--- src/rtl/coffee_pkg.sv ---
// Shared types and default timing for the coffee machine.
// Stage encoding is visible on the display bus.
package coffee_pkg;

  typedef enum logic [2:0] {
    S_IDLE = 3'd0,
    S_HEAT = 3'd1,
    S_BREW = 3'd2,
    S_MILK = 3'd3,
    S_DONE = 3'd4
  } stage_t;

  localparam int CLK_HZ = 50_000_000;
  localparam int T_HEAT = 5;
  localparam int T_BREW = 10;
  localparam int T_MILK = 4;
  localparam int T_DONE = 3;

endpackage

--- src/rtl/tick_prescaler.sv ---
// Seconds prescaler: counts 0..DIV-1 while enabled.
// A clear restarts the second so stages begin on a full tick.
module tick_prescaler #(
  parameter int DIV = 50_000_000
) (
  input  logic clk,
  input  logic rst,
  input  logic en,
  input  logic clr,
  output logic tick
);

  localparam int W = (DIV > 2) ? $clog2(DIV) : 1;
  localparam logic [W-1:0] LAST = W'(DIV - 1);

  logic [W-1:0] cnt;

  always_ff @(posedge clk) begin
    if (rst || clr) begin
      cnt <= '0;
    end else if (en) begin
      if (cnt == LAST) cnt <= '0;
      else cnt <= cnt + W'(1);
    end
  end

  assign tick = en && (cnt == LAST);

endmodule

--- src/rtl/brew_sequence_ctrl.sv ---
// Drink-cycle sequencer: heat, brew, optional milk, done.
// One actuator per state, so at most one is ever on.
module brew_sequence_ctrl
  import coffee_pkg::*;
#(
  parameter int TICK_DIV = CLK_HZ,
  parameter int T_HEAT   = coffee_pkg::T_HEAT,
  parameter int T_BREW   = coffee_pkg::T_BREW,
  parameter int T_MILK   = coffee_pkg::T_MILK,
  parameter int T_DONE   = coffee_pkg::T_DONE
) (
  input  logic       clk,
  input  logic       rst,
  input  logic       start,
  input  logic       sel_milk,
  input  logic       cancel,
  output logic       tick_1hz,
  output logic       heater_on,
  output logic       pump_on,
  output logic       milk_on,
  output logic       done,
  output logic       busy,
  output logic [2:0] stage,
  output logic [7:0] remaining
);

  stage_t     state, state_n;
  logic [7:0] rem, rem_n;
  logic       milk, milk_n;
  logic       tick, clr;

  tick_prescaler #(.DIV(TICK_DIV)) u_pre (
    .clk  (clk),
    .rst  (rst),
    .en   (busy),
    .clr  (clr),
    .tick (tick)
  );

  always_comb begin
    state_n = state;
    rem_n   = rem;
    milk_n  = milk;
    clr     = 1'b0;
    if (state == S_IDLE) begin
      if (start && !cancel) begin
        state_n = S_HEAT;
        rem_n   = 8'(T_HEAT);
        milk_n  = sel_milk;
        clr     = 1'b1;
      end
    end else if (cancel) begin
      state_n = S_IDLE;
      rem_n   = '0;
      clr     = 1'b1;
    end else if (tick) begin
      if (rem > 8'd1) begin
        rem_n = rem - 8'd1;
      end else begin
        clr = 1'b1;
        unique case (state)
          S_HEAT: begin
            state_n = S_BREW;
            rem_n   = 8'(T_BREW);
          end
          S_BREW: begin
            state_n = milk ? S_MILK : S_DONE;
            rem_n   = milk ? 8'(T_MILK) : 8'(T_DONE);
          end
          S_MILK: begin
            state_n = S_DONE;
            rem_n   = 8'(T_DONE);
          end
          default: begin
            state_n = S_IDLE;
            rem_n   = '0;
          end
        endcase
      end
    end
  end

  always_ff @(posedge clk) begin
    if (rst) begin
      state <= S_IDLE;
      rem   <= '0;
      milk  <= 1'b0;
    end else begin
      state <= state_n;
      rem   <= rem_n;
      milk  <= milk_n;
    end
  end

  assign busy      = (state != S_IDLE);
  assign tick_1hz  = tick;
  assign heater_on = (state == S_HEAT);
  assign pump_on   = (state == S_BREW);
  assign milk_on   = (state == S_MILK);
  assign done      = (state == S_DONE);
  assign stage     = state;
  assign remaining = rem;

endmodule

--- config.mk ---
export PLATFORM = sky130hd
export DESIGN_NAME = brew_sequence_ctrl
export DESIGN_NICKNAME = d
export VERILOG_FILES = /design/src/rtl/coffee_pkg.sv /design/src/rtl/tick_prescaler.sv /design/src/rtl/brew_sequence_ctrl.sv
export SDC_FILE = /design/constraint.sdc
export NUM_CORES = 1
export LEC_CHECK = 0
export ABC_CLOCK_PERIOD_IN_PS = 3700
export CORE_MARGIN = 10
export CORE_UTILIZATION = 57
export DETAILED_ROUTE_END_ITERATION = 10
export GPL_TIMING_DRIVEN = 0
export HOLD_SLACK_MARGIN = 0.05
export PLACE_DENSITY = 0.8
export SYNTH_ARGS = -nofsm -noshare
export SYNTH_HDL_FRONTEND = slang
export SYNTH_HIERARCHICAL = 1
export SYNTH_SLANG_ARGS = --single-unit
--- constraint.sdc ---
create_clock -name clk -period 3.7 [get_ports clk]
set_clock_uncertainty 0.15 [all_clocks]
set_input_delay 0.74 -clock clk [delete_from_list [all_inputs] [get_ports clk]]
set_output_delay 0.74 -clock clk [all_outputs]
set_load 0.01 [all_outputs]
==> metrics.yaml, run 1 <==
min_path:
  hp-class: "flip-flop to flip-flop"
  min_to: "u_pre/cnt[22]"
  hold_depth: 2
  min_from: "u_pre/cnt[22]"
floorplan:
  die_area_sq_um: 6780
  die_width_microns: 82.3
  ios: 22
  die_height_microns: 82.3
  core-area_sq_um: 3720
  rows: 22
  start_util_pct: 59.6
setup_path:
  r2r_end: "u_pre/cnt[3]"
  cp.arrival_ns: 2.53
  reg2reg_from: "stage[0]"
  r2r_slack_ns: 0.45
  required_ns: 2.81
  worst-path-max-fanout: 10
  startpoint_type: "flip-flop"
  worst_r2r_path_depth: 14
  endpoint_kind: "output pin"
  crit_type: "flip-flop to output pin"
clocking:
  cts_hold_buffers: 0
  cts_tree: "yes"
  clk_pin_slew_worst_paths_ns: 0.07
  cts-resized-gates: 2
  postCtsSetupBuffers: 0
  insertion_delay_ns: 0.29
  cts_root_buffer: "clkbuf_8"
  max-clock-path-buffers: 2
  numCtsBuffers: 5
  h-tree-depth: 2
  clock-sinks: 38
synthesis:
  synth_edf_count: 0
  synthCells: 266
  netlist.area_leader.share_pct: 34.4
  yosys.area.top_type: "dfxtp_1"
  ys_async_sr_fraction_pct: 0
  synth_area_leaders: "dfxtp_1 (34%), a21oi_1 (4.1%), nor2_1 (3.9%)"
  synth_ff_type: "dfxtp_1"
  syn-cell-area_sq_um: 2210
  yosys_warnings: 6
  synth.distinct_cells: 61
  synth_nets: 275
  yosysSeqAreaShare_pct: 34.4
  synth.ff_latch_count: 38
  post_synth.cell_area_avg_sq_um: 8.32
final_layout:
  nets: 302
  layout_commonest_cell: "dfxtp_1"
  fin_area_sq_um: 2600
  area_delta_synth_final_pct: 17.4
  utilization_pct: 69.9
  final_cell_mix: "dfxtp_1 (37), nor2_1 (23), nand2_1 (22)"
  fillers: 323
  multi_input_area_sq_um: 1330
  n_antenna_cell: 0
  regArea_sq_um: 762
  layout-drive-gt1-share_pct: 12.9
status:
  status: "completed"
drt:
  routedWlPerCell_microns: 15.5
  wirelength_microns: 5290
  ant_nets: 0
  first_pass_iters: 4
  vias_per_cell: 6.07
  drcViolationCount: 0
  routed-via-count: 2076
  drt_iter0_markers: 203
sta:
  setup_violations: 0
  fmax_mhz: 292
  worst_pin_slew_ns: 0.615
  drv_slew: 0
  relSlewSlack_pct: 58.8
  fin_tns_setup_ns: 0
  rsz0062_at_grt: "false"
  hold_viol: 0
  fin_ws_ns: 0.278
  whs_ns: 0.345
  period_share_pct: 92.5
  period_needed_ns: 3.42
power:
  cellLeakagePower_uw: 0.000871
  cellPowerDensity_nw_per_um2: 402
  vdd_ir_drop_max_mv: 0.348
placed_design:
  place_area_sq_um: 2480
  gp_congestion: 0.885
  io_buffer_count: 21
  hpwl_microns: 3900
  pre_cts_ws_ns: 0.00491
flow_run:
  cap_violations: 0
grt:
  grt_pass1_wl_microns: 8690
  grt_antenna_before_repair: 0
  grt_overflow: 0
  grtUsageTotal_pct: 16.0
  first_global_vias: 1765
  grt_max_degree: 12
==> stage by stage <==
stage	total power [uW]	cells
3_3_place_gp	702	335
2_1_floorplan	628	266
5_1_grt	1090	342
3_5_place_dp	705	335
6_report	1040	342
4_1_cts	1050	343
==> power by group <==
group          switching [uW]  internal (uW)  leakage (uW)
Sequential               18.0            424      0.000308
Combinational             135            122      0.000511
Clock                     144            202     0.0000524
==> Yosys cell counts, drive strengths merged (7+ instances only) <==
library cell,count
dfxtp,38
or4,11
or3,10
xor2,9
nand4,14
nor3,7
o31ai,9
buf,11
inv,9
a21oi,19
nor2,24
nand2,23
mux2i,7
o21ai,9
nand3,9
==> kinds of logic (layout without fill, tap and decap cells) <==
logic type	Yosys count	count (layout)	share of synthesized area, %
mux	7	7	3.34
xor+xnor	14	14	5.54
compound gates	52	52	15.6
buf+inv	26	54	6.05
fa+ha+maj	4	4	2.26
simple gates	125	125	32.8
flops	38	38	34.4
==> sequential cells by signal, indices dropped and copies added, names as in the netlist <==
signal	cells
u_pre/cnt	26
milk	1
remaining	8
stage	3
==> cell type report <==
type | count | share of cell area [%]
clock buffers | 7 | 2.94
multi-input cells | 202 | 51.2
plain buffers | 16 | 3.71
well taps | 48 | 2.31
clock inverters | 1 | 1.16
flip-flops and latches | 38 | 29.3
repair buffers | 21 | 8.09
inverters | 9 | 1.30
==> metal layers <==
layer	vias up	GRT usage, %	part of all wire, %
li1	1032	-	-
met1	970	22.2	48
met2	69	24.5	44
met3	5	3.67	7.3
met4	0	4.08	0.87
met5	-	0	0
==> worst max-delay path by stage <==
stage,from,endpoint,slack [ns],depth (start not counted)
floorplan,stage[0],u_pre/cnt[0],0.52,15
global placement,stage[1],u_pre/cnt[0],0.03,14
detailed placement,stage[1],u_pre/cnt[1],0.005,14
CTS,stage[0],tick_1hz,0.03,9
global route,stage[0],tick_1hz,0.15,8
finish,stage[0],tick_1hz,0.28,8
==> worst max-delay path: stages (launching register included) <==
cell and delay, ns:
dfxtp_1 0.32, buf_2 0.21, nor3_4 0.09, inv_2 0.12, buf_4 0.17, and4_2 0.31
nand4_1 0.18, nor3_4 0.26, clkdlybuf4s50_1 0.59
Note: power is estimated with default switching activity, not from simulation.
==> run 2, diff against run 1 <==
--- a/config.mk
+++ b/config.mk
@@ -8,8 +8,9 @@
 export ABC_CLOCK_PERIOD_IN_PS = 3700
 export CORE_MARGIN = 10
 export CORE_UTILIZATION = 57
+export CTS_CLUSTER_SIZE = 40
 export DETAILED_ROUTE_END_ITERATION = 10
-export GPL_TIMING_DRIVEN = 0
+export GPL_TIMING_DRIVEN = 1
 export HOLD_SLACK_MARGIN = 0.05
 export PLACE_DENSITY = 0.8
 export SYNTH_ARGS = -nofsm -noshare
==> run 2 against run 1 <==
  * Sequential share of layout area increased by 1.0 points
  * Clock-buffer cell count increased by 1
  * Fmax decreased by 0.46%
  * Final cell count decreased by 4.4%
  * Power decreased by 4.7%
  * Sequential power increased by 2%
  * Largest power group unchanged
  * Worst hold slack got worse by 0.0061 ns
  * Critical path type unchanged
==> metrics.yaml, run 2 (synthesis gave the netlist of run 1 again) <==
setup_path:
  r2r_slack_ns: 0.56  # was 0.45 ns
  required_ns: 2.81  # about the same
  worst-path-max-fanout: 11  # was 10
  endpoint_kind: "output pin"  # unchanged
  crit_type: "flip-flop to output pin"  # unchanged
  startpoint_type: "flip-flop"  # unchanged
  cp.arrival_ns: 2.55  # was 2.53 ns
power:
  cellPowerDensity_nw_per_um2: 397  # was 402 nW/um^2
  cellLeakagePower_uw: 0.000817  # was 0.000871 uW
  vdd_ir_drop_max_mv: 0.280  # was 0.348 mV
floorplan:
  die_width_microns: 82.3  # unchanged
  die_area_sq_um: 6780  # unchanged
  rows: 22  # unchanged
  start_util_pct: 59.6  # unchanged
  core-area_sq_um: 3720  # unchanged
  die_height_microns: 82.3  # unchanged
  ios: 22  # unchanged
grt:
  first_global_vias: 1694  # was 1765
  grt_pass1_wl_microns: 8220  # was 8690 microns
  grt_antenna_before_repair: 0  # unchanged
  grt_max_degree: 26  # was 12
  grt_overflow: 0  # unchanged
  grtUsageTotal_pct: 15.4  # was 16.0%
sta:
  worst_pin_slew_ns: 0.551  # was 0.615 ns
  period_needed_ns: 3.44  # was 3.42 ns
  period_share_pct: 92.9  # was 92.5%
  drv_slew: 0  # unchanged
  relSlewSlack_pct: 63.3  # was 58.8%
  setup_violations: 0  # unchanged
  fmax_mhz: 291  # was 292 MHz
  fin_tns_setup_ns: 0  # unchanged
  hold_viol: 0  # unchanged
  rsz0062_at_grt: "false"  # unchanged
drt:
  ant_nets: 0  # unchanged
  wirelength_microns: 5110  # was 5290 microns
  drt_iter0_markers: 204  # was 203
  routed-via-count: 1999  # was 2076
  routedWlPerCell_microns: 15.6  # was 15.5 microns
  drcViolationCount: 0  # unchanged
  first_pass_iters: 5  # was 4
  vias_per_cell: 6.11  # was 6.07
final_layout:
  stdcell_count: 327  # was 342
  regMostFlops: "u_pre/cnt"  # unchanged
  largest_reg_flops: 26  # unchanged
  final_cell_mix: "dfxtp_1 (38), nor2_1 (23), nand2_1 (22)"  # was dfxtp_1 (37), nor2_1 (23), nand2_1 (22)
  nets: 287  # was 302
  layout-drive-gt1-share_pct: 9.68  # was 12.9%
  layout_commonest_cell: "dfxtp_1"  # unchanged
  n_antenna_cell: 0  # unchanged
  area_delta_synth_final_pct: 13.2  # was 17.4%
placed_design:
  dpl.cell_count: 319  # was 335
  hpwl_microns: 3570  # was 3900 microns
  gp_congestion: 0.944  # was 0.885
  io_buffer_count: 21  # unchanged
clocking:
  cts_tree: "yes"  # unchanged
  max-clock-path-buffers: 2  # unchanged
  insertion_delay_ns: 0.29  # about the same
  cts_root_buffer: "clkbuf_8"  # unchanged
  h-tree-depth: 2  # unchanged
  postCtsSetupBuffers: 0  # unchanged
  clock-sinks: 38  # unchanged
  cts_hold_buffers: 0  # unchanged
  numCtsBuffers: 5  # unchanged
  clk_pin_slew_worst_paths_ns: 0.07  # about the same
flow_run:
  cap_violations: 0  # unchanged
min_path:
  hp-class: "flip-flop to flip-flop"  # unchanged
status:
  status: "completed"  # unchanged
[run 2: cell count changes in the layout (fill, tap and decap cells not counted), moves of 2 or more]
cell	before	now
buf_6	2	0
clkbuf_8	5	8
clkbuf_2	2	0
buf_4	3	1
buf_2	6	0
clkbuf_1	5	0
[run 2: repair_timing]
item,CTS,global route
hold endpoints to repair,0,0
resized for setup,0,1
endpoints found under the setup margin,0,1
[run 2: critical path, cell delays in order, from the launching register on]
cell	delay [ns]
dfxtp_1	0.57
nor3_4	0.12
inv_2	0.20
and4_2	0.34
nand4_1	0.13
nor3_2	0.29
clkdlybuf4s50_1	0.61
[run 2: through the flow]
stage / utilization [%] / total power, uW / setup slack, ns / area, sq um / hold WS, ns
2_1_floorplan: - / 628 / 0.521 / 2210 / 0.299
3_3_place_gp: 64.3 / 674 / 0.485 / 2390 / 0.318
3_5_place_dp: 64.3 / 676 / 0.411 / 2390 / 0.329
4_1_cts: 67.3 / 1000 / 0.0682 / 2500 / 0.339
5_1_grt: 67.4 / 1050 / 0.0822 / 2510 / 0.354
6_report: 67.4 / 996 / 0.262 / 2510 / 0.339
[run 2: report_power, final]
part	internal, uW	total [uW]	switching [uW]
clock network	188	327	139
registers	424	451	26.7
logic	101	218	117
[run 2: final cells by class]
class	instances	area [sq um]
inverter	9	33.8
sequential	38	761
multi-input combinational	202	1320
fill	307	1210
tap	48	60.1
clock buffer	8	110
timing repair buffer	22	218
[run 2: per-layer routing]
| metal | wire length [microns] | vias to the layer above | track usage, % |
|---|---|---|---|
| met5 | 0 | - | 0 |
| met1 | 2400 | 910 | 21.0 |
| met4 | 99 | 0 | 5.78 |
| li1 | - | 1005 | - |
| met2 | 2230 | 73 | 22.8 |
| met3 | 382 | 11 | 3.78 |
[run 2: final timing paths]
kind | start | end | depth (start not counted)
max | stage[2] | tick_1hz | 6
min | remaining[7] | remaining[7] | 2
max reg2reg | stage[2] | u_pre/cnt[4] | 12
min reg2reg | remaining[7] | remaining[7] | 2
